[src/rtl/mem_port_arbiter.sv]
// Arbitrates one single-ported memory between the fetch and load/store ports.
// One transaction outstanding; a response timeout turns a hung memory into an error response.
module mem_port_arbiter #(
  parameter int unsigned ADDR_W     = 32,
  parameter int unsigned DATA_W     = 32,
  parameter int unsigned MAX_STARVE = 4,
  parameter int unsigned TIMEOUT    = 16
) (
  input  logic                clk,
  input  logic                reset,
  input  logic                if_req_valid,
  output logic                if_req_ready,
  input  logic [ADDR_W-1:0]   if_addr,
  output logic                if_rsp_valid,
  output logic [DATA_W-1:0]   if_rsp_data,
  output logic                if_rsp_err,
  input  logic                dm_req_valid,
  output logic                dm_req_ready,
  input  logic                dm_we,
  input  logic [ADDR_W-1:0]   dm_addr,
  input  logic [DATA_W-1:0]   dm_wdata,
  input  logic [DATA_W/8-1:0] dm_wmask,
  output logic                dm_rsp_valid,
  output logic [DATA_W-1:0]   dm_rsp_data,
  output logic                dm_rsp_err,
  output logic                mem_en,
  output logic                mem_we,
  output logic [ADDR_W-1:0]   mem_addr,
  output logic [DATA_W-1:0]   mem_wdata,
  output logic [DATA_W/8-1:0] mem_wmask,
  input  logic [DATA_W-1:0]   mem_rdata,
  input  logic                mem_rvalid
);

  localparam int unsigned SW       = $clog2(MAX_STARVE + 1);
  localparam logic [SW-1:0] STARVE_MAX = SW'(MAX_STARVE);
  localparam logic [7:0]    TMO_LAST   = 8'(TIMEOUT - 1);

  typedef enum logic [1:0] {StIdle, StBusyI, StBusyD} state_e;

  state_e            state_q, state_d;
  logic [SW-1:0]     starve_q, starve_d;
  logic [7:0]        tmo_q, tmo_d;
  logic              store_q, store_d;
  logic              grant_if, grant_dm;

  logic              if_rsp_valid_q, if_rsp_valid_d;
  logic              if_rsp_err_q, if_rsp_err_d;
  logic [DATA_W-1:0] if_rsp_data_q, if_rsp_data_d;
  logic              dm_rsp_valid_q, dm_rsp_valid_d;
  logic              dm_rsp_err_q, dm_rsp_err_d;
  logic [DATA_W-1:0] dm_rsp_data_q, dm_rsp_data_d;
  logic              rsp_err;
  logic [DATA_W-1:0] rsp_data;

  always_comb begin
    state_d        = state_q;
    starve_d       = starve_q;
    tmo_d          = tmo_q;
    store_d        = store_q;
    grant_if       = 1'b0;
    grant_dm       = 1'b0;
    if_rsp_valid_d = 1'b0;
    if_rsp_err_d   = 1'b0;
    if_rsp_data_d  = if_rsp_data_q;
    dm_rsp_valid_d = 1'b0;
    dm_rsp_err_d   = 1'b0;
    dm_rsp_data_d  = dm_rsp_data_q;
    rsp_err        = 1'b0;
    rsp_data       = '0;
    mem_en         = 1'b0;
    mem_we         = 1'b0;
    mem_addr       = '0;
    mem_wdata      = '0;
    mem_wmask      = '0;

    case (state_q)
      StIdle: begin
        // Reset gating keeps readies and mem_* at zero while reset is held.
        if (!reset) begin
          if (if_req_valid && (!dm_req_valid || starve_q == STARVE_MAX)) begin
            grant_if = 1'b1;
          end else if (dm_req_valid) begin
            grant_dm = 1'b1;
          end
        end
        if (grant_if) begin
          mem_en   = 1'b1;
          mem_addr = if_addr;
          state_d  = StBusyI;
          tmo_d    = '0;
          starve_d = '0;
        end else if (grant_dm) begin
          mem_en    = 1'b1;
          mem_we    = dm_we;
          mem_addr  = dm_addr;
          mem_wdata = dm_wdata;
          mem_wmask = dm_we ? dm_wmask : '0;
          store_d   = dm_we;
          state_d   = StBusyD;
          tmo_d     = '0;
          if (if_req_valid) begin
            starve_d = (starve_q == STARVE_MAX) ? starve_q : starve_q + 1'b1;
          end else begin
            starve_d = '0;
          end
        end
      end
      StBusyI, StBusyD: begin
        // A completion on the final timeout cycle still counts as a normal response.
        if (mem_rvalid || tmo_q == TMO_LAST) begin
          state_d = StIdle;
          rsp_err = !mem_rvalid;
          if (mem_rvalid && !(state_q == StBusyD && store_q)) begin
            rsp_data = mem_rdata;
          end
          if (state_q == StBusyD) begin
            dm_rsp_valid_d = 1'b1;
            dm_rsp_err_d   = rsp_err;
            dm_rsp_data_d  = rsp_data;
          end else begin
            if_rsp_valid_d = 1'b1;
            if_rsp_err_d   = rsp_err;
            if_rsp_data_d  = rsp_data;
          end
        end else begin
          tmo_d = tmo_q + 8'd1;
        end
      end
      default: state_d = StIdle;
    endcase
  end

  always_ff @(posedge clk or posedge reset) begin
    if (reset) begin
      state_q        <= StIdle;
      starve_q       <= '0;
      tmo_q          <= '0;
      store_q        <= 1'b0;
      if_rsp_valid_q <= 1'b0;
      if_rsp_err_q   <= 1'b0;
      if_rsp_data_q  <= '0;
      dm_rsp_valid_q <= 1'b0;
      dm_rsp_err_q   <= 1'b0;
      dm_rsp_data_q  <= '0;
    end else begin
      state_q        <= state_d;
      starve_q       <= starve_d;
      tmo_q          <= tmo_d;
      store_q        <= store_d;
      if_rsp_valid_q <= if_rsp_valid_d;
      if_rsp_err_q   <= if_rsp_err_d;
      if_rsp_data_q  <= if_rsp_data_d;
      dm_rsp_valid_q <= dm_rsp_valid_d;
      dm_rsp_err_q   <= dm_rsp_err_d;
      dm_rsp_data_q  <= dm_rsp_data_d;
    end
  end

  assign if_req_ready = grant_if;
  assign dm_req_ready = grant_dm;
  assign if_rsp_valid = if_rsp_valid_q;
  assign if_rsp_err   = if_rsp_err_q;
  assign if_rsp_data  = if_rsp_data_q;
  assign dm_rsp_valid = dm_rsp_valid_q;
  assign dm_rsp_err   = dm_rsp_err_q;
  assign dm_rsp_data  = dm_rsp_data_q;

endmodule

[config.mk]
export PLATFORM = sky130hd
export DESIGN_NAME = mem_port_arbiter
export DESIGN_NICKNAME = d
export VERILOG_FILES = /design/src/rtl/mem_port_arbiter.sv
export SDC_FILE = /design/constraint.sdc
export NUM_CORES = 1
export LEC_CHECK = 0
export CAP_MARGIN = 20
export CELL_PAD_IN_SITES_DETAIL_PLACEMENT = 0
export CELL_PAD_IN_SITES_GLOBAL_PLACEMENT = 1
export CORE_ASPECT_RATIO = 1.2
export CORE_UTILIZATION = 27
export DETAILED_ROUTE_END_ITERATION = 8
export GPL_TIMING_DRIVEN = 0
export PLACE_DENSITY = 0.95
export SLEW_MARGIN = 20
export SYNTH_ARGS = -nofsm -noshare
export SYNTH_HDL_FRONTEND = slang
export SYNTH_SLANG_ARGS = --single-unit
[constraint.sdc]
create_clock -name clk -period 6.6 [get_ports clk]
set_input_delay 0.99 -clock clk [delete_from_list [all_inputs] [get_ports clk]]
set_output_delay 0.99 -clock clk [all_outputs]
set_load 0.005 [all_outputs]
==> reports/results.txt, run 1 <==
The share of layout cells above drive strength 1 was 7.246%. The number of flip-flops and latches in the synthesized netlist is 82. The peak supply drop came out at 0.1219 mV. The final number of max-transition violations is 0, and the total negative slack is 0 ps. The pre-antenna-repair detailed-routing pass consisted of 7 iterations. For this design the static power due to leakage is 3.068 nW. The worst hold path terminates at tmo_q[0].

The tools report the placed cell area as 6898 um2. Hold timing on the final database bottoms out at a slack of 497.2 ps. The count of final hold-check violations is 0. Buffers placed on the I/O ports in this run total 277. The filler cells instantiated in the layout total 1240.

278 I/O pins were placed. For the sequential share of the synthesized area, the log shows 52.77%. The power density of the placed cells was 361.3 nW/um2. The worst hold path belongs to the class flop to flop.

The CTS clock-pin slew for the worst setup and hold paths is 60 ps. STA puts the critical path data arrival time at 3430 ps. The run finished, with violations left. Buffers inserted during clock tree synthesis total 9. Final global-route overflow total: 0. The first routing iteration left 275 violations.

The first global-routing pass estimated 23.04 mm of wire. Count of distinct cell types in the synthesized netlist: 37. The congestion estimate from routability-driven global placement came to 0.8787. For this run, the top clock speed supported by timing is 0.2265 GHz. After layout, the design draws a total of 2.606 mW. The logs give 82 for the number of clock sinks and 3889 um2 for the synthesized cell area. Global routing used 20.14% of the available tracks across all layers. The startpoint identified for the worst register-to-register timing path is state_q[1].

Once detail routing completed, the nets flagged for antenna violations numbered 0. Prior to clock tree synthesis, the placed netlist has a worst setup slack of 2165 ps. In this run the critical register-to-register path is captured at dm_rsp_data[10]. After detailed routing, the number of vias per cell comes to 4.970. The finished cells cover 7212 um2. The worst path in the final design needs a cycle of 4416 ps, including I/O delays and setup.

The run gives 4140 as the number of global-route vias before repair. Leaving out fill and tap cells, the most frequent cells in the layout are sky130_fd_sc_hd__clkdlybuf4s50_1 (277), sky130_fd_sc_hd__a22o_1 (97), sky130_fd_sc_hd__dfrtp_1 (82). The number of cells produced by synthesis came out at 327.

TritonCTS built the clock tree. Entering global routing, the biggest net connects 47 pins. Counting cells, the worst reg-to-reg path comes to 7. For met3 alone, demand over resource in global routing was 5.005%. STA classifies the critical path endpoint as an output pin. The routed length per instance works out to 18.97 um. For this run, the post-layout net count is 759. The required time of the critical path is 5610 ps, and the number of maximum-capacitance violations is 0. The die is 133.5 um tall. STA classifies the critical path startpoint as an input port. The die covers 14890 um2. The maximum count of clock buffers along a single path is 2, and the estimated wirelength of the detail-placed design is 12.47 mm. The logs give 35.97% for the global-route track usage on met2 and 23.44% for the met1 layer usage reported by global route. The count of buffers added by post-CTS timing repair for setup was 0; the largest driver fanout on the critical path was 10. For this design, the CTS-stage hold fixing added 0 buffers. The tools report the start point of the worst hold path as tmo_q[0].

During synthesis, Yosys emitted a total of 0 warnings. For this block, the routed nets add up to 15.03 mm of wire. The number of antenna violations at the first check in global routing came out at 0.

Measured along the x axis, the die boundary spans 111.6 um. Most common library cell in the layout ignoring fill and taps: sky130_fd_sc_hd__clkdlybuf4s50_1. The tools report the post-detailed-route DRC marker count as 18. In this run the most used layer during global routing was met2.

The worst hold path depth works out to 1. Averaged over all synthesized cells, the footprint is 11.89 um2. The core box area is 13940 um2, and the number of H-tree levels is 3. Across all register-to-register paths, the minimum setup slack is 4330 ps.

From synthesis to final layout, the design area changed by 85.46%. The number of antenna diodes in the final layout is 0. Across all layers, the routed design uses 3936 vias. After floorplanning, the core was divided into 47 placement rows. The final count of negative-setup-slack endpoints was 0.

The critical path in this run is classified as input port to output pin. The worst pin sits at a relative slew slack of 49.24%. Post-CTS repair changed the size of 0 cells. In this run the clock root is driven by a sky130_fd_sc_hd__clkbuf_16.

For the pin with the worst max-slew slack, the measured transition is 759.7 ps. Initial core utilization: 27.90%. Setup repair after global routing left no endpoint under its margin.

The post-layout worst setup margin was 2184 ps. The checks that failed: design-rule violations. The later-pin clock latency in the skew report came out at 330 ps. The clock arrives with 7.861 ps of skew. After layout, the worst path uses 66.91% of the clock period.

The number of nets handed over by synthesis was 470.
worst max-delay path by stage:
stage               start              to  depth (start not counted)
floorplan           reset  dm_rsp_data[0]                          1
global placement    reset    mem_addr[29]                          6
detailed placement  reset    mem_addr[22]                          6
CTS                 reset    mem_addr[22]                          6
global route        reset    mem_addr[29]                          6
finish              reset    mem_addr[19]                          6
critical path, stage by stage:
cell and delay [ps]:
sky130_fd_sc_hd__clkdlybuf4s50_1 530, sky130_fd_sc_hd__nand2b_1 260, sky130_fd_sc_hd__nor3b_2 480, sky130_fd_sc_hd__clkbuf_1 400
sky130_fd_sc_hd__a22o_1 190, sky130_fd_sc_hd__clkdlybuf4s50_1 570
Yosys cell counts, drive strengths merged:
library cell	instances	area share, %
a21boi	1	0.19
nor2	7	0.68
a211o	1	0.23
nor3b	3	0.71
nand3b	1	0.51
mux2	2	0.58
o21ba	1	0.26
a221oi	1	0.68
nor3	1	0.13
o211ai	2	0.39
nand4	1	0.16
a21o	3	0.77
o21ai	7	0.90
nand2	9	0.87
nor4	1	0.55
or3	1	0.16
buf	16	3.0
and2	35	5.6
o41ai	1	0.23
nand3	5	0.97
a21oi	7	0.90
a22o	97	22
nand2b	3	0.48
a211oi	1	0.19
dfrtp	82	53
o21bai	1	0.19
ha	5	1.6
and3	7	1.1
a31oi	4	0.64
clkbuf	8	0.80
a311oi	1	0.68
inv	12	1.2
through the flow:
step / utilization (%) / std cells
after floorplan: - / 327
after global placement: 49.33 / 775
after detailed placement: 49.49 / 776
after CTS: 51.75 / 792
after global routing: 51.75 / 792
final: 51.75 / 792
cell families after synthesis:
family | count (synthesis) | share of synthesized area [%]
AND/OR/NAND/NOR | 74 | 11.97
adder cells (fa/ha/maj) | 5 | 1.609
AO/OA/AOI/OAI | 128 | 28.09
buffers and inverters | 36 | 4.987
multiplexers | 2 | 0.5791
flip-flops | 82 | 52.77
layer usage:
metal / vias up / wire, um / share of wire, %
li1: 1809 / - / -
met1: 1916 / 5894 / 39
met2: 197 / 7674 / 51
met3: 14 / 1184 / 7.9
met4: 0 / 272 / 1.8
met5: - / 0 / 0
flip-flops by register name (all words and copies together) (netlist names):
| register | cells |
|---|---|
| dm_rsp_data | 32 |
| dm_rsp_err | 1 |
| state_q | 2 |
| starve_q | 3 |
| if_rsp_valid | 1 |
| if_rsp_data | 32 |
| store_q | 1 |
| dm_rsp_valid | 1 |
| tmo_q | 8 |
| if_rsp_err | 1 |
power breakdown:
group	total [mW]	leakage, nW	internal [mW]	switching (mW)
clock	0.510	0.149	0.299	0.210
combinational	1.25	1.86	0.769	0.478
sequential	0.849	1.06	0.716	0.133
final cells by class:
type                            instances  area (um2)  area share, %
Timing Repair Buffer                  278        2793          38.72
Sequential cell                        82        2052          28.45
Multi-Input combinational cell        209        1643          22.78
Clock buffer                            9       225.2          3.123
Tap cell                              171       214.0          2.967
Buffer                                 24       148.9          2.065
Clock inverter                          7       88.84          1.232
Inverter                               12       47.55         0.6593
(Power assumes the default switching activity.)
==> run 2: changes to the inputs <==
- CORE_UTILIZATION: 27 -> 25
- PLACE_DENSITY: 0.95 -> 0.9
- clock period: 6.6 -> 4.6 ns (I/O delays scaled with it)
==> reports/results.txt, run 2 (synthesis gave the netlist of run 1 again) <==
In the final layout, the share of cells above drive strength 1 is 7.246%. Per report_power, the combinational group accounts for 49.0% of the total. The tools report the post-detailed-route DRC marker count as 0.

Setup repair after global routing left no endpoint under its margin. The count of nets left with antenna violations after detail routing is 0, and the width of the chip is 115.9 um. For the count of buffers added by post-CTS timing repair for setup, the log shows 0. In this run the clock root is driven by a sky130_fd_sc_hd__clkbuf_16. The largest incremental delay on the critical path came out at 640 ps. The dominant cell type by count on the critical path is sky130_fd_sc_hd__clkdlybuf4s50_1.

During I/O placement, the number of pins put on the boundary was 278. Across the run, the number of max-cap violations was 0. Measured on the finished design, the core utilization comes to 47.88%. The logs give 9 for the CTS buffer count and 0 for the final number of max-transition violations. The floorplan has 49 rows. Across the routed clock network, the largest skew measured is 5.679 ps. The logs give 6939 um2 for the placed cell area and 2052 um2 for the register area. Sequential cells account for 32.9% of the total power.

The minimum period implied by the final worst setup slack was 3846 ps; the largest driver fanout on the critical path was 10. The number of cells on the worst reg-to-reg path was 7. The worst hold path depth is 1. The count of final hold-check violations was 0. STA classifies the critical path startpoint as an input port. TritonCTS built the clock tree.

For the worst setup path, the data arrival time is 3160 ps. In the final layout, the multi-input gates occupy 1643 um2. The net count of the finished layout is 759.

The H-tree was split into 3 levels. For the number of global-route vias before repair, the log shows 4230. For the number of violations reported at the end of detailed-routing iteration 0, the log shows 261.

STA classifies the critical path endpoint as an output pin. In this run, post-CTS repair resized a total of 0 instances. The relative area change from synthesis to final layout is 85.68%, and the core box area is 15080 um2. Traced cell by cell, the critical path runs through clkdlybuf4s50_1 -> nand2b_1 -> nor3b_2 -> buf_2 -> a22o_1 -> clkdlybuf4s50_1. Dividing the detail-routed wire length by the instance count gives 20.37 um. Cell internal power was estimated by the tool at 2.511 mW. The tools report the headroom to the max-slew limit as 48.34%. Layout filler cell count: 1443. The critical path in this run is classified as input port to output pin. Summed over all nets, the switching power comes to 1.171 mW. The run finished with clean final reports. Hold is met by 501.0 ps. IR analysis of the VDD net gives a maximum drop of 0.1955 mV. Net switching is 31.79% of the power. The tightest min-delay check is of the flop to flop type. After clock tree synthesis, the clock-pin slew on the worst setup and hold paths is 60 ps. The routed via count is 3985. The number of buffers added to fix hold violations after cts was 0.

Leaving out fill and tap cells, the most frequent cells in the layout are sky130_fd_sc_hd__clkdlybuf4s50_1 (277), sky130_fd_sc_hd__a22o_1 (97), sky130_fd_sc_hd__dfrtp_1 (82). The number of antenna violations at the first check in global routing is 4. The final clock period utilization by the worst path was 83.61%.

Using the TritonRoute via totals, the vias-per-cell ratio works out to 4.824. For the maximum number of pins on one net before global-route repair, the log shows 46. The first-pass GRT wire length is 24.39 mm.

After routing the design area is 7221 um2. The count of cells in the finished layout, fillers not included, comes to 826. For the overall routed net length, the log shows 16.83 mm. The final global-route overflow total came out at 0. Leaving out fill and tap cells, the most frequent cell in the layout is sky130_fd_sc_hd__clkdlybuf4s50_1. The run gives 25.78% as the initial core utilization. The first detailed-routing pass took 4 iterations. For the total leakage power, the log shows 3.057 nW. The floorplan die height was 138.6 um; the total global routing track utilization was 20.80%. The share of total power dissipated in the clock network is 18.0%. Setup violations remaining at the end of the flow were counted as 0. The tools report the highest attainable clock frequency as 0.2600 GHz. The largest individual stage delay along the critical path comes from the cell sky130_fd_sc_hd__clkdlybuf4s50_1. Dividing total power by cell area gives a power density of 509.9 nW/um2. The run gives 82 as the number of clock sinks.

In this run, placement finished with an instance count of 809. Clock latency on the worst-skew pair, taken at its later pin, is 330 ps. The clock passes through at most 2 buffers.

In the final timing run, aggregate negative setup slack is 0 ps. Data on the critical path is required at its endpoint by 3910 ps. Overall die area: 16060 um2.

Summed over all nets, the half-perimeter wirelength after detailed placement is 14.28 mm. The number of port buffers works out to 277. The weighted congestion reported at the end of routability-driven placement is 0.8396, and the pin slew with the least headroom to its limit is 773.2 ps.
run 2: critical path, delay by kind of cell:
family	cells	cell delay (ps)
compound gates	1	220
buf+inv	3	1520
simple gates	2	730
run 2: per-layer routing:
metal  vias up  GRT usage (%)  share of wire (%)  wire (um)
met4         6          8.367                2.5        414
met5         -              0               0.19         32
met2       235          35.84                 50       8341
met1      1900          21.85                 37       6265
li1       1813              -                  -          -
met3        31          9.091                 11       1773
run 2: per-stage QoR:
stage,setup WS (ps),power (mW)
floorplan,1802,1.969
global placement,489.3,2.982
detailed placement,758.5,3.042
CTS,754.3,3.720
global route,606.3,3.906
finish,754.2,3.682
run 2: worst paths after layout:
check / from / to / slack [ps]
setup / recovery: reset / mem_addr[29] / 750
min in group asynchronous: reset / starve_q[1] / 870
max in group asynchronous: reset / if_rsp_data[15] / 3130
hold reg to reg: if_rsp_data[1] / if_rsp_data[1] / 500
setup reg to reg: state_q[1] / dm_rsp_data[19] / 2300
hold / removal: if_rsp_data[1] / if_rsp_data[1] / 500
run 2: layout make-up:
cell class,count,area share (%)
antenna,1,0.03466
tap,204,3.535
buffer,24,2.062
multi-input combinational,209,22.75
inverter,12,0.6585
timing repair buffer,278,38.68
clock buffer,10,3.310
clock inverter,6,0.5545
sequential,82,28.42
run 2: power by group through the flow:
stage	clock (mW)	sequential (mW)	combinational (mW)
final	0.664	1.21	1.80
after global routing	0.714	1.25	1.95
after CTS	0.677	1.21	1.83
after detailed placement	0	1.22	1.82
after global placement	0	1.20	1.78
after floorplan	0	1.22	0.754
